<file path="config.mk">
export PLATFORM = sky130hd
export DESIGN_NAME = out_sender_arb_flat
export DESIGN_NICKNAME = d
export VERILOG_FILES = /design/src/rtl/out_sender_arb_if.sv /design/src/rtl/out_sender_arb.sv /design/src/flat_wrapper.sv
export SDC_FILE = /design/constraint.sdc
export NUM_CORES = 1
export LEC_CHECK = 0
export BUFFER_PORTS_ARGS = -buffer_cell sky130_fd_sc_hd__buf_2
export CAP_MARGIN = 40
export CORE_ASPECT_RATIO = 1.4
export CORE_MARGIN = 5
export CORE_UTILIZATION = 54
export DETAILED_ROUTE_END_ITERATION = 7
export GPL_TIMING_DRIVEN = 0
export PLACE_DENSITY_LB_ADDON = 0.2
export SLEW_MARGIN = 20
export SYNTH_ARGS = -nofsm -noshare
export SYNTH_HDL_FRONTEND = slang
export SYNTH_SLANG_ARGS = --single-unit
</file>
<file path="constraint.sdc">
create_clock -name clk -period 2.11 [get_ports clk]
set_clock_uncertainty 0.1 [all_clocks]
set_input_delay 0.422 -clock clk [delete_from_list [all_inputs] [get_ports clk]]
set_output_delay 0.422 -clock clk [all_outputs]
set_load 0.005 [all_outputs]
</file>
<file path="src/rtl/out_sender_arb_if.sv">
// Byte-stream requesters and UART pin bundle for the shared transmitter.
// Two valid/ready byte streams in, serial line and busy flag out.
interface out_sender_arb_if;
    logic       out_valid;
    logic [7:0] out_data;
    logic       out_ready;
    logic       dbg_valid;
    logic [7:0] dbg_data;
    logic       dbg_ready;
    logic       txd;
    logic       busy;

    modport master (
        output out_valid, out_data, dbg_valid, dbg_data,
        input  out_ready, dbg_ready, txd, busy
    );

    modport slave (
        input  out_valid, out_data, dbg_valid, dbg_data,
        output out_ready, dbg_ready, txd, busy
    );
endinterface

</file>
<file path="src/rtl/out_sender_arb.sv">
// Shared 8N1 UART transmitter with round-robin arbitration
// between the commit-path and debug-path byte streams.
module out_sender_arb #(
    parameter int CLK_PER_BIT = 868
) (
    input  logic             clk,
    input  logic             rst,
    out_sender_arb_if.slave  bus
);
    localparam int CW = (CLK_PER_BIT > 2) ? $clog2(CLK_PER_BIT) : 1;
    localparam logic [CW-1:0] CMAX = CW'(CLK_PER_BIT - 1);

    typedef enum logic [1:0] {IDLE, START, DATA, STOP} state_t;

    state_t        state_q, state_d;
    logic [CW-1:0] cnt_q, cnt_d;
    logic [2:0]    bit_q, bit_d;
    logic [7:0]    sh_q, sh_d;
    logic          txd_q, txd_d;
    logic          last_q, last_d;

    logic          idle;
    logic          gnt_o, gnt_d;
    logic          xfer_o, xfer_d;
    logic          wrap;
    logic [CW-1:0] cnt_nx;

    // last_q high means the debug path won the previous transfer
    assign idle   = (state_q == IDLE) && !rst;
    assign gnt_o  = bus.out_valid && (!bus.dbg_valid || last_q);
    assign gnt_d  = bus.dbg_valid && (!bus.out_valid || !last_q);
    assign xfer_o = idle && gnt_o;
    assign xfer_d = idle && gnt_d;

    assign bus.out_ready = xfer_o;
    assign bus.dbg_ready = xfer_d;
    assign bus.txd       = txd_q;
    assign bus.busy      = (state_q != IDLE);

    assign wrap   = (cnt_q == CMAX);
    assign cnt_nx = wrap ? '0 : cnt_q + 1'b1;

    always_comb begin
        state_d = state_q;
        cnt_d   = cnt_q;
        bit_d   = bit_q;
        sh_d    = sh_q;
        txd_d   = txd_q;
        last_d  = last_q;
        unique case (state_q)
            IDLE: begin
                if (xfer_o || xfer_d) begin
                    state_d = START;
                    cnt_d   = '0;
                    bit_d   = '0;
                    sh_d    = xfer_o ? bus.out_data : bus.dbg_data;
                    txd_d   = 1'b0;
                    last_d  = xfer_d;
                end
            end
            START: begin
                cnt_d = cnt_nx;
                if (wrap) begin
                    state_d = DATA;
                    txd_d   = sh_q[0];
                end
            end
            DATA: begin
                cnt_d = cnt_nx;
                if (wrap) begin
                    if (bit_q == 3'd7) begin
                        state_d = STOP;
                        txd_d   = 1'b1;
                    end else begin
                        bit_d = bit_q + 3'd1;
                        txd_d = sh_q[bit_d];
                    end
                end
            end
            STOP: begin
                cnt_d = cnt_nx;
                if (wrap) begin
                    state_d = IDLE;
                    txd_d   = 1'b1;
                end
            end
            default: begin
                state_d = IDLE;
                txd_d   = 1'b1;
            end
        endcase
    end

    always_ff @(posedge clk) begin
        if (rst) begin
            state_q <= IDLE;
            cnt_q   <= '0;
            bit_q   <= '0;
            sh_q    <= '0;
            txd_q   <= 1'b1;
            last_q  <= 1'b1;
        end else begin
            state_q <= state_d;
            cnt_q   <= cnt_d;
            bit_q   <= bit_d;
            sh_q    <= sh_d;
            txd_q   <= txd_d;
            last_q  <= last_d;
        end
    end
endmodule
</file>
<file path="src/flat_wrapper.sv">
// flat-port wrapper written by rule: the top's interface ports become plain ports
module out_sender_arb_flat 
#(
    parameter int CLK_PER_BIT = 868
)
  (clk, rst, bus_out_valid, bus_out_data, bus_dbg_valid, bus_dbg_data, bus_out_ready, bus_dbg_ready, bus_txd, bus_busy);
  out_sender_arb_if bus_i ();
  input  logic clk;
  input  logic rst;
  input wire logic [$bits(bus_i.out_valid)-1:0] bus_out_valid;
  input wire logic [$bits(bus_i.out_data)-1:0] bus_out_data;
  input wire logic [$bits(bus_i.dbg_valid)-1:0] bus_dbg_valid;
  input wire logic [$bits(bus_i.dbg_data)-1:0] bus_dbg_data;
  output wire logic [$bits(bus_i.out_ready)-1:0] bus_out_ready;
  output wire logic [$bits(bus_i.dbg_ready)-1:0] bus_dbg_ready;
  output wire logic [$bits(bus_i.txd)-1:0] bus_txd;
  output wire logic [$bits(bus_i.busy)-1:0] bus_busy;
  assign bus_i.out_valid = bus_out_valid;
  assign bus_i.out_data = bus_out_data;
  assign bus_i.dbg_valid = bus_dbg_valid;
  assign bus_i.dbg_data = bus_dbg_data;
  assign bus_out_ready = bus_i.out_ready;
  assign bus_dbg_ready = bus_i.dbg_ready;
  assign bus_txd = bus_i.txd;
  assign bus_busy = bus_i.busy;
  out_sender_arb #(.CLK_PER_BIT(CLK_PER_BIT)) u_core (.clk(clk), .rst(rst), .bus(bus_i));
endmodule
</file>
==> key figures <==
Status
  • Outcome: complete, no violations

Setup path
  • Worst setup EP type: output pin
  • FF-to-FF End: u_core.bus.txd
  • Worst EP required: 1590 ps
  • Critical path's slowest cell: dfxtp_2
  • Worst-case reg-to-reg path depth: 7
  • CP Class: flop to output pin
  • Worst R2R Start: u_core.bit_q[0]
  • Critical path peak fanout: 4
  • R2R Setup Slk: 120 ps
  • CP Cell Sequence: inv_2 > ha_4 > nor2b_4 > nand2_1 > a21oi_1 > buf_4 > buf_2
  • Startpoint type of the worst setup path: flop
  • Arrival @ worst endpoint: 1520 ps
  • Worst path max stage delay: 370 ps

Synth
  • Ys async rst share: 0%
  • Syn avg cell area: 9.02 um2
  • Synthesized area: 0.00134 mm2
  • Cells after Synth: 149
  • Netlist cell types: 35
  • Ys flop type: dfxtp_1
  • Post-Synthesis Net Count: 177
  • Sequential area share after synthesis: 37.2%
  • Seq cells post-synth: 25
  • Yosys warns: 0
  • Number of enable flip-flop cells after synthesis: 0

Clock tree
  • Worst-path clk slew: 140 ps
  • CTS Buf Count: 3
  • Worst-skew pair later-pin latency: 330 ps
  • CTS max path bufs: 2
  • H-Tree Depth: 1
  • Sink Count: 25
  • TritonCTS clock tree: done
  • Clk root buf: clkbuf_4
  • Hold Buf Count CTS: 0

Final layout
  • # nets final: 207
  • Layout cells sized above 1: 27.0%
  • Area Overhead vs Synth: 20.7%
  • # diodes: 0
  • FILL cells: 193

Pwr
  • VDD IR max: 0.623 mV
  • Internal: 0.937 mW
  • Logic pwr share: 43.8%
  • Clock power share: 14.9%
  • Lkg Pwr: 0.659 nW
  • Switch share: 37.6%
  • Net Switching: 0.565 mW
  • Sequential share of power: 41.3%
  • PwrDens: 927 mW/mm2

Floorplan
  • Initial Util: 56.2%
  • Core area: 0.00239 mm2
  • Row cnt: 21
  • Die area: 0.00360 mm2
  • Die Ht: 69.0 um
  • Die Width: 52.2 um
  • Top Ports: 24

STA
  • Final Setup Violations: 0
  • Count of final hold-check violations: 0
  • Final worst slack: 64.3 ps
  • Min Clock Period, post-route: 2050 ps
  • Setup TNS: 0 ps
  • Fin. max-slew vios: 0
  • Final period util: 97.0%
  • Worst-Margin Slew: 486 ps
  • Slew headroom: 67.6%
  • RSZ-0062 raised after global routing: false
  • Fmax: 489 MHz

Global route
  • Overflow after GRT: 0
  • Largest net degree at the start of global routing: 14
  • Antenna violations before repair: 0
  • Global-route wire length before repair: 5080 um
  • GR Util All Layers: 18.1%
  • Vias in the first global route: 1114

Drt
  • Average wire per standard cell: 14.3 um
  • Initial DRC count: 27
  • First-pass DRT Iterations: 4
  • DR vias/cell: 5.48
  • Vias post-DR: 1161
  • Post-route ant nets: 0
  • Routed WL: 3020 um
  • Residual DRC count: 0

Place
  • HPWL Detailed: 2110 um
  • Gpl congestion: 0.745
  • Port-buffer cells: 22
  • Dpl ws: -149 ps

Hold path
  • Hold crit path type: input pin to flop
  • Hold path endpoint: u_core.sh_q[7]
  • Hold Crit Start: rst
  • Hold Path Stages: 2

Flow run
  • Max_cap viols: 0
## critical path: cells and delay by family, from the launching register on
kind                       cells  cell delay [ps]
and+or+nand+nor                2              240
adders and majority gates      1              150
buffers and inverters          3              320
DFF                            1              370
AOI/OAI and AO/OA              1              110
## routing by layer
metal | routed length (um) | vias to the layer above | share of wire (%) | global-route usage (%)
li1 | - | 586 | - | -
met2 | 1630 | 32 | 54 | 32.4
met5 | 0 | - | 0 | 0
met1 | 1190 | 535 | 39 | 20.3
met3 | 134 | 8 | 4.4 | 2.59
met4 | 64 | 0 | 2.1 | 7.67
## cells in the mapped netlist (all sizes together) (2+ instances only)
cell | count | share of area [%]
mux2i | 16 | 12
nand2 | 10 | 2.8
ha | 8 | 7.4
a21oi | 4 | 1.5
nand3 | 4 | 1.5
nand2b | 4 | 1.9
o31ai | 3 | 1.7
nor3 | 3 | 1.5
dfxtp | 25 | 37
clkbuf | 2 | 0.56
xor2 | 8 | 5.2
and2 | 3 | 1.4
inv | 5 | 1.4
o21ai | 3 | 1.1
nand4 | 3 | 1.4
nor2 | 23 | 6.4
buf | 3 | 2.0
a211oi | 8 | 4.5
## flip-flops by register name, summed over array words and instances (netlist names)
register	flops
u_core.sh_q	8
u_core.last_q	1
u_core.state_q	2
u_core.bus.txd	1
u_core.bit_q	3
u_core.cnt_q	10
## layout by cell type, fill, tap and decap left out, drive strengths merged, types with 3 or more instances in the layout
| cell type | n |
|---|---|
| xor2 | 8 |
| mux2i | 16 |
| ha | 8 |
| nand2 | 10 |
| a21oi | 4 |
| nand4 | 3 |
| inv | 5 |
| o21ai | 3 |
| o31ai | 3 |
| a211oi | 8 |
| nand2b | 4 |
| nor2 | 23 |
| and2 | 3 |
| nand3 | 4 |
| buf | 29 |
| clkbuf | 5 |
| dfxtp | 25 |
| nor3 | 3 |
## power by group through the flow
stage / clock [mW] / combinational [mW] / sequential, mW
2_1_floorplan: 0 / 0.429 / 0.603
3_3_place_gp: 0 / 0.542 / 0.611
3_5_place_dp: 0 / 0.565 / 0.616
4_1_cts: 0.227 / 0.616 / 0.610
5_1_grt: 0.246 / 0.727 / 0.633
6_report: 0.223 / 0.658 / 0.621
## metrics by stage
step	hold slack [ps]	utilization, %	power, mW	instance area [um2]	std cells
2_1_floorplan	349	-	1.03	1340	149
6_report	227	67.8	1.50	1620	212
3_5_place_dp	367	62.6	1.18	1500	205
5_1_grt	227	67.8	1.61	1620	212
3_3_place_gp	349	62.6	1.15	1500	205
4_1_cts	209	65.6	1.45	1570	211
## repair_timing
action / in CTS / in global routing
gates cloned: 0 / 0
gates resized for setup: 10 / 11
setup buffers: 2 / 1
setup endpoints to repair: 2 / 3
pin swaps: 2 / 3
## worst max path at each step
stage | start | slack, ps | endpoint
floorplan | u_core.bit_q[0] | 180 | u_core.bus.txd
global placement | u_core.state_q[0] | -100 | bus_out_ready
detailed placement | u_core.state_q[0] | -150 | bus_out_ready
CTS | u_core.state_q[1] | 4 | bus_out_ready
global route | u_core.bit_q[0] | 5 | u_core.bus.txd
finish | u_core.state_q[0] | 60 | bus_dbg_ready
## cell type report
type	count	area [um2]	share of cell area [%]
plain buffers	5	45.0	2.78
multi-input cells	114	846	52.2
clock buffers	4	26.3	1.62
flip-flops and latches	25	508	31.3
repair buffers	25	133	8.18
well taps	34	42.5	2.62
inverters	5	21.3	1.31
## kinds of logic (layout without fill, tap and decap cells)
logic type                 after synthesis  count (layout)  synth area share, %
and+or+nand+nor                         58              58                 21.5
adders and majority gates                8               8                 7.45
xor gates and xnor gates                 9               9                 5.87
AOI/OAI and AO/OA                       23              23                 12.1
DFF                                     25              25                 37.2
buffers and inverters                   10              39                 3.91
muxes                                   16              16                 11.9
No activity file was read; power rests on OpenSTA's default activity.
